File: config.mk
export PLATFORM = sky130hd
export DESIGN_NAME = mem_a_skew
export DESIGN_NICKNAME = d
export VERILOG_FILES = /design/src/rtl/mem_a_skew.sv
export SDC_FILE = /design/constraint.sdc
export NUM_CORES = 2
export LEC_CHECK = 0
export ABC_AREA = 1
export BUFFER_PORTS_ARGS = -buffer_cell sky130_fd_sc_hd__buf_4
export CORE_ASPECT_RATIO = 0.7
export CORE_MARGIN = 10
export CORE_UTILIZATION = 55
export CTS_BUF_LIST = sky130_fd_sc_hd__clkbuf_2 sky130_fd_sc_hd__clkbuf_4 sky130_fd_sc_hd__clkbuf_8
export DETAILED_ROUTE_END_ITERATION = 7
export GPL_TIMING_DRIVEN = 0
export PLACE_DENSITY = 0.72
export SLEW_MARGIN = 20
export SYNTH_ARGS = -nofsm -noshare
export SYNTH_HDL_FRONTEND = slang
export SYNTH_SLANG_ARGS = --single-unit
File: constraint.sdc
create_clock -name clk -period 34 [get_ports clk]
set_input_delay 1.7 -clock clk [delete_from_list [all_inputs] [get_ports clk]]
set_output_delay 1.7 -clock clk [all_outputs]
set_load 0.01 [all_outputs]
File: src/rtl/mem_a_skew.sv
// Skewed row feeder for a systolic array: row i is a DIM+i deep shift register
// loaded with i leading zeros, so A[i][0] reaches Aout[i] after i shifts.
module mem_a_skew #(
    parameter int BITS_AB = 8,
    parameter int DIM     = 8
) (
    input  logic                      clk,
    input  logic                      rst,
    input  logic                      clr,
    input  logic                      WrEn,
    input  logic [$clog2(DIM)-1:0]    Arow,
    input  logic signed [BITS_AB-1:0] Ain  [DIM],
    input  logic                      en,
    output logic signed [BITS_AB-1:0] Aout [DIM],
    output logic                      busy,
    output logic                      done,
    output logic                      wr_err
);

    localparam int              AW   = $clog2(DIM);
    localparam int              CW   = $clog2(2 * DIM);
    localparam logic [CW-1:0]   LAST = CW'(2 * DIM - 2);

    logic [CW-1:0] r_cnt;
    logic          r_done;
    logic          r_wr_err;

    logic w_row_ok;
    logic w_wr_ok;
    logic w_wr_rej;
    logic w_last;

    // Widened compare so a non-power-of-two DIM still rejects out-of-range rows.
    assign w_row_ok = (32'(Arow) < DIM);
    assign busy     = (r_cnt != '0);
    assign w_wr_ok  = WrEn & ~en & ~clr & ~busy & w_row_ok;
    assign w_wr_rej = WrEn & ~clr & ~w_wr_ok;
    assign w_last   = (r_cnt == LAST);

    assign done   = r_done;
    assign wr_err = r_wr_err;

    // NOTE: sequential state uses non-blocking assignments so every register
    // samples the pre-edge values, independent of statement order.
    always_ff @(posedge clk or posedge rst) begin
        if (rst) begin
            r_cnt    <= '0;
            r_done   <= 1'b0;
            r_wr_err <= 1'b0;
        end else if (clr) begin
            r_cnt    <= '0;
            r_done   <= 1'b0;
            r_wr_err <= 1'b0;
        end else begin
            r_wr_err <= w_wr_rej;
            r_done   <= en & w_last;
            if (en) begin
                r_cnt <= w_last ? '0 : r_cnt + CW'(1);
            end
        end
    end

    for (genvar gi = 0; gi < DIM; gi++) begin : g_row
        localparam int LEN = DIM + gi;

        logic signed [BITS_AB-1:0] r_sr [LEN];
        logic                      w_sel;

        assign w_sel = w_wr_ok && (Arow == AW'(gi));

        // NOTE: these are flops, not a RAM macro, so the whole array is reset;
        // a mid-sequence reset must leave Aout at zero immediately.
        always_ff @(posedge clk or posedge rst) begin
            if (rst) begin
                for (int j = 0; j < LEN; j++) r_sr[j] <= '0;
            end else if (clr) begin
                for (int j = 0; j < LEN; j++) r_sr[j] <= '0;
            end else if (en) begin
                for (int j = 0; j < LEN - 1; j++) r_sr[j] <= r_sr[j+1];
                r_sr[LEN-1] <= '0;
            end else if (w_sel) begin
                for (int j = 0; j < gi; j++) r_sr[j] <= '0;
                for (int k = 0; k < DIM; k++) r_sr[gi+k] <= Ain[k];
            end
        end

        assign Aout[gi] = r_sr[0];
    end

endmodule

Word-level counts from Yosys, hierarchy flattened
Index checks and enable logic that the tools add are counted.
Word-level totals
  input port bits: 72
  register bits: 742
  output and inout port bits: 67
  word-level logic and storage cells: 162
Operators by class
  reduce and logical (&&, ||, !) cells: 19
  bitwise logic cells: 10
  add/sub/neg operators: 1
  multiplexer cells: 29
  eq/ne operators: 8
Operators by type and width (number)
  two-way mux 120 bit: 3
  two-way mux 112 bit: 3
  two-way mux 104 bit: 3
  two-way mux 96 bit: 3
  two-way mux 88 bit: 3
  two-way mux 80 bit: 3
  two-way mux 72 bit: 3
  two-way mux 64 bit: 3
  nonzero test 3 bit: 8
  equality test 3 bit, second input constant: 4
  two-way mux 4 bit: 3
  logical AND 1 bit: 8
  bitwise AND 1 bit: 6
  equality test 3 x 2 -> 1 bit, second input constant: 2
  adder 4 x 1 -> 4 bit, second input constant: 1
  equality test 4 bit, second input constant: 1
  inverter 1 bit: 4
  nonzero test 4 bit: 1
  equality test 3 x 1 -> 1 bit, second input constant: 1
  zero test 3 bit: 1
  two-way mux 1 bit: 2
  nonzero test 2 bit: 1

Depth between registers and ports, before layout
  depth after elaboration: 8
  depth in mapped cells: 10
  gate-level depth less buffers: 8

Least setup slack after synthesis
Ideal clock, no wire load.
  path type: input port to flip-flop
  start: input port clr
  end: register g_row[4].r_sr[0] in the netlist's numbering
  cell stages on the path: 8
  arrival: 2711 ps
  library setup time: 117 ps
  buffers on the path: 2
  slack: 31172 ps
  data required time: 33883 ps
  path through: inv_2 nand2_1 nor2_4 nand3_1 buf_2 buf_2 nand3_1 nand2_1
Between the ends
  longest elaborated chain between the ends: 5
  elaborated cells on any way between the ends: 6
  classes of those cells: mux (1); bitwise (3); reduce/logical (2)
Ends and longest elaborated chain
  start, declared: line 9  | input logic clr,
  inverter 1 bit: line 36  | assign w_wr_ok = WrEn & ~en & ~clr & ~busy & w_row_ok;
  bitwise AND 1 bit (2 in a row): line 36
  logical AND 1 bit: line 69  | assign w_sel = w_wr_ok && (Arow == AW'(gi));
  nonzero test 3 bit (no line)
  end signal, assigned by index: line 80  | r_sr[LEN-1] <= '0;
  end, declared: line 66  | logic signed [BITS_AB-1:0] r_sr [LEN];
Several ways; a longest one is shown, not always the timed one.
A chain may end at the register's enable or synchronous reset.

==> metrics.txt <==
fillers=between 5000 and 6000; FMAX=between 200 and 300 MHz; vias post-DR=just over 30000; met2 WL=between 40 and 50 mm; post-layout min period=3.56 ns; DRT met1 WL=between 40 and 50 mm; max-cap viol count=0; starting density of the core=a little under three fifths; Clk Tree Root Cell=clkbuf_8; Net Count, Synth=around 4400; post-layout util=63.7%; CTS Sinks=about 740; status=finished, final reports clean; initial antenna violation count=2; clk buf depth=3; H-tree Lvls=3; Netlist cell types=22; skew final=~0.025 ns; total routed wirelength=between 100 and 150 mm; endpoints failing hold=0; first-pass GRT wire length=between 150 and 200 mm; CTS tree=done; clock slew at reported path FFs=approximately 0.070 ns; # setup viols final=0; Final ANT Viol Nets=0; Detailed Place HPWL=slightly above 70 mm; clock share of power=a little over two fifths; Reg power frac=between 40% and 50%; Net Sw Frac=a little over a quarter; Simple-Gate Fraction of Synth Area=39.1%; RSZ-0062 raised after global routing=no; DR WL met3=around 13 mm; Seq/Total Area, Yosys=55.3%; grt ovf=0; Internal=between 1 and 1.5 mW; Comb power frac=around 9.1%; synthesis-to-layout area growth=14.2%; crit-path max FO=~110; die area=71500 sq um; depth of the worst hold-timing path=2; leakage power total=between 20 and 25 nW; largest family of logic cells by synthesized area=simple AND/OR/NAND/NOR gates; Boundary Pins=about 140; vias in the first global route=between 20000 and 30000; PD cells=between 50 and 60 nW/um^2; Post-CTS Repair Setup Buffers=0; All-Layer GR Usage=between 20% and 30%; R2R depth=9; synthesized cell area=~34000 sq um; cts bufs inserted=around 110; cell row count=between 70 and 80; drc violations=0; WP data required=about 35 ns; max-slew violations=0; die height=227 microns; Synth Instances=~4300; vias per cell=approximately 5.5; First DRT Iteration DRCs=a little under 4000; FF+latch count, synth=between 700 and 800; critical path class=primary input to async pin; share of post-route cells with drive strength above 1=12.4%; Switch Pwr=a little over 0.5 mW; WL/cell=19.4 microns; CP Data Arrival Time=4.42 ns; worst-margin pin slew=roughly 1.2 ns; placer congestion estimate=0.913; Final period util=around a tenth; HP Class=register to register; largest net degree at the start of global routing=about 110; ANT cells=0; Core ar.=around 60000 sq um; Synth Area in Compound Gates=0.0634%; mux contribution to synthesized area=0%; Post-CTS Hold Buffers=0; Max VDD drop=a little under 0.03 mV; Die X=around 320 microns; uppermost routed layer=met5; syn avg cell area=roughly 7.7 sq um; kind of end point of the critical path=async pin; total negative slack=0 ns; clk_lat worst skew=about 0.74 ns; Max-slew headroom=~17%; Yosys Warn Count=0; Final #Nets=about 4700; adder-cell share of the synthesized area=less than 1%; Worst Setup Start Kind=primary input; PortBufs=around 140; post-cts sizing count=0; Post-Synth XOR/XNOR Area=less than 1%; WHS=roughly 0.47 ns; TritonRoute pass-1 iters=5
==> path summary, 6_finish.rpt <==
| path | end | slack, ns | from |
|---|---|---|---|
| setup / recovery | Aout[39] | 30.44 | rst |
| hold / removal | g_row[5].r_sr[94] | 0.47 | g_row[5].r_sr[86] |
| setup reg to reg | g_row[3].r_sr[41] | 30.95 | r_cnt[0] |
| hold reg to reg | g_row[5].r_sr[94] | 0.47 | g_row[5].r_sr[86] |
| max in group clk | g_row[3].r_sr[41] | 30.44 | clr |
| min in group asynchronous | g_row[5].r_sr[1] | 1.04 | rst |
==> cells by family (layout without fill, tap and decap cells) <==
logic type / Yosys count / after routing
AND/OR/NAND/NOR: 3219 / 3219
flip-flops: 742 / 742
buffers and inverters: 365 / 712
AO/OA/AOI/OAI: 4 / 4
adder cells (fa/ha/maj): 3 / 3
XOR/XNOR: 2 / 2
==> registers in the layout, summed over array words and instances, names as in the netlist <==
name,flops
Aout,64
done,1
g_row.r_sr,672
r_cnt,4
wr_err,1
==> Yosys cell counts (all sizes together) <==
| cell | instances | area [sq um] |
|---|---|---|
| clkbuf | 96 | 360 |
| nor3 | 4 | 25.0 |
| o21ai | 3 | 15.0 |
| inv | 11 | 41.3 |
| ha | 3 | 37.5 |
| xnor2 | 1 | 8.76 |
| dfrtp | 742 | 18600 |
| o22ai | 1 | 6.26 |
| nand3 | 764 | 3840 |
| buf | 258 | 1400 |
| nor2 | 19 | 104 |
| nand2 | 2432 | 9140 |
| xor2 | 1 | 8.76 |
==> per-layer routing <==
metal	vias up	GRT usage, %
li1	14100	-
met1	14600	42.8
met2	1454	41.8
met3	200	9.43
met4	4	9.72
met5	-	0
==> area by class of cell <==
| cell class | count | area, sq um | area share, % |
|---|---|---|---|
| multi-input combinational | 3228 | 13200 | 34.4 |
| tap | 808 | 1010 | 2.64 |
| clock buffer | 172 | 2170 | 5.66 |
| inverter | 11 | 48.8 | 0.127 |
| sequential | 742 | 18600 | 48.5 |
| timing repair buffer | 146 | 1260 | 3.28 |
| buffer | 354 | 1760 | 4.60 |
| clock inverter | 29 | 308 | 0.803 |
==> power groups by stage <==
stage | logic, mW | clock network [mW] | registers, mW
floorplan | 0.112 | 0 | 0.964
global placement | 0.169 | 0 | 0.972
detailed placement | 0.174 | 0 | 0.970
CTS | 0.175 | 0.815 | 0.954
global route | 0.197 | 0.853 | 0.960
finish | 0.178 | 0.812 | 0.955
==> stage by stage <==
stage	cells	worst slack [ns]	total power, mW	instance area (sq um)
after detailed placement	5289	29.53	1.14	35800
after global placement	5281	3.28	1.14	35600
after global routing	5490	30.03	2.01	38300
after floorplan	4335	11.48	1.08	33600
final	5490	30.44	1.95	38300
after CTS	5490	30.32	1.94	38300
==> cells in the final DEF, fill, tap and decap left out, drive strengths merged <==
cell type  Yosys  final
buf          258    404
bufinv         0      6
clkbuf        96    268
clkinv         0     18
clkinvlp       0      5
dfrtp        742    742
ha             3      3
inv           11     11
nand2       2432   2432
nand3        764    764
nor2          19     19
nor3           4      4
o21ai          3      3
o22ai          1      1
xnor2          1      1
xor2           1      1
==> worst max-delay path: stages <==
cell    delay, ns
buf_4        0.13
inv_8        0.41
buf_16       0.38
buf_16       0.38
buf_16       0.47
buf_16       0.34
buf_16       0.38
No activity file was read; power rests on OpenSTA's default activity.
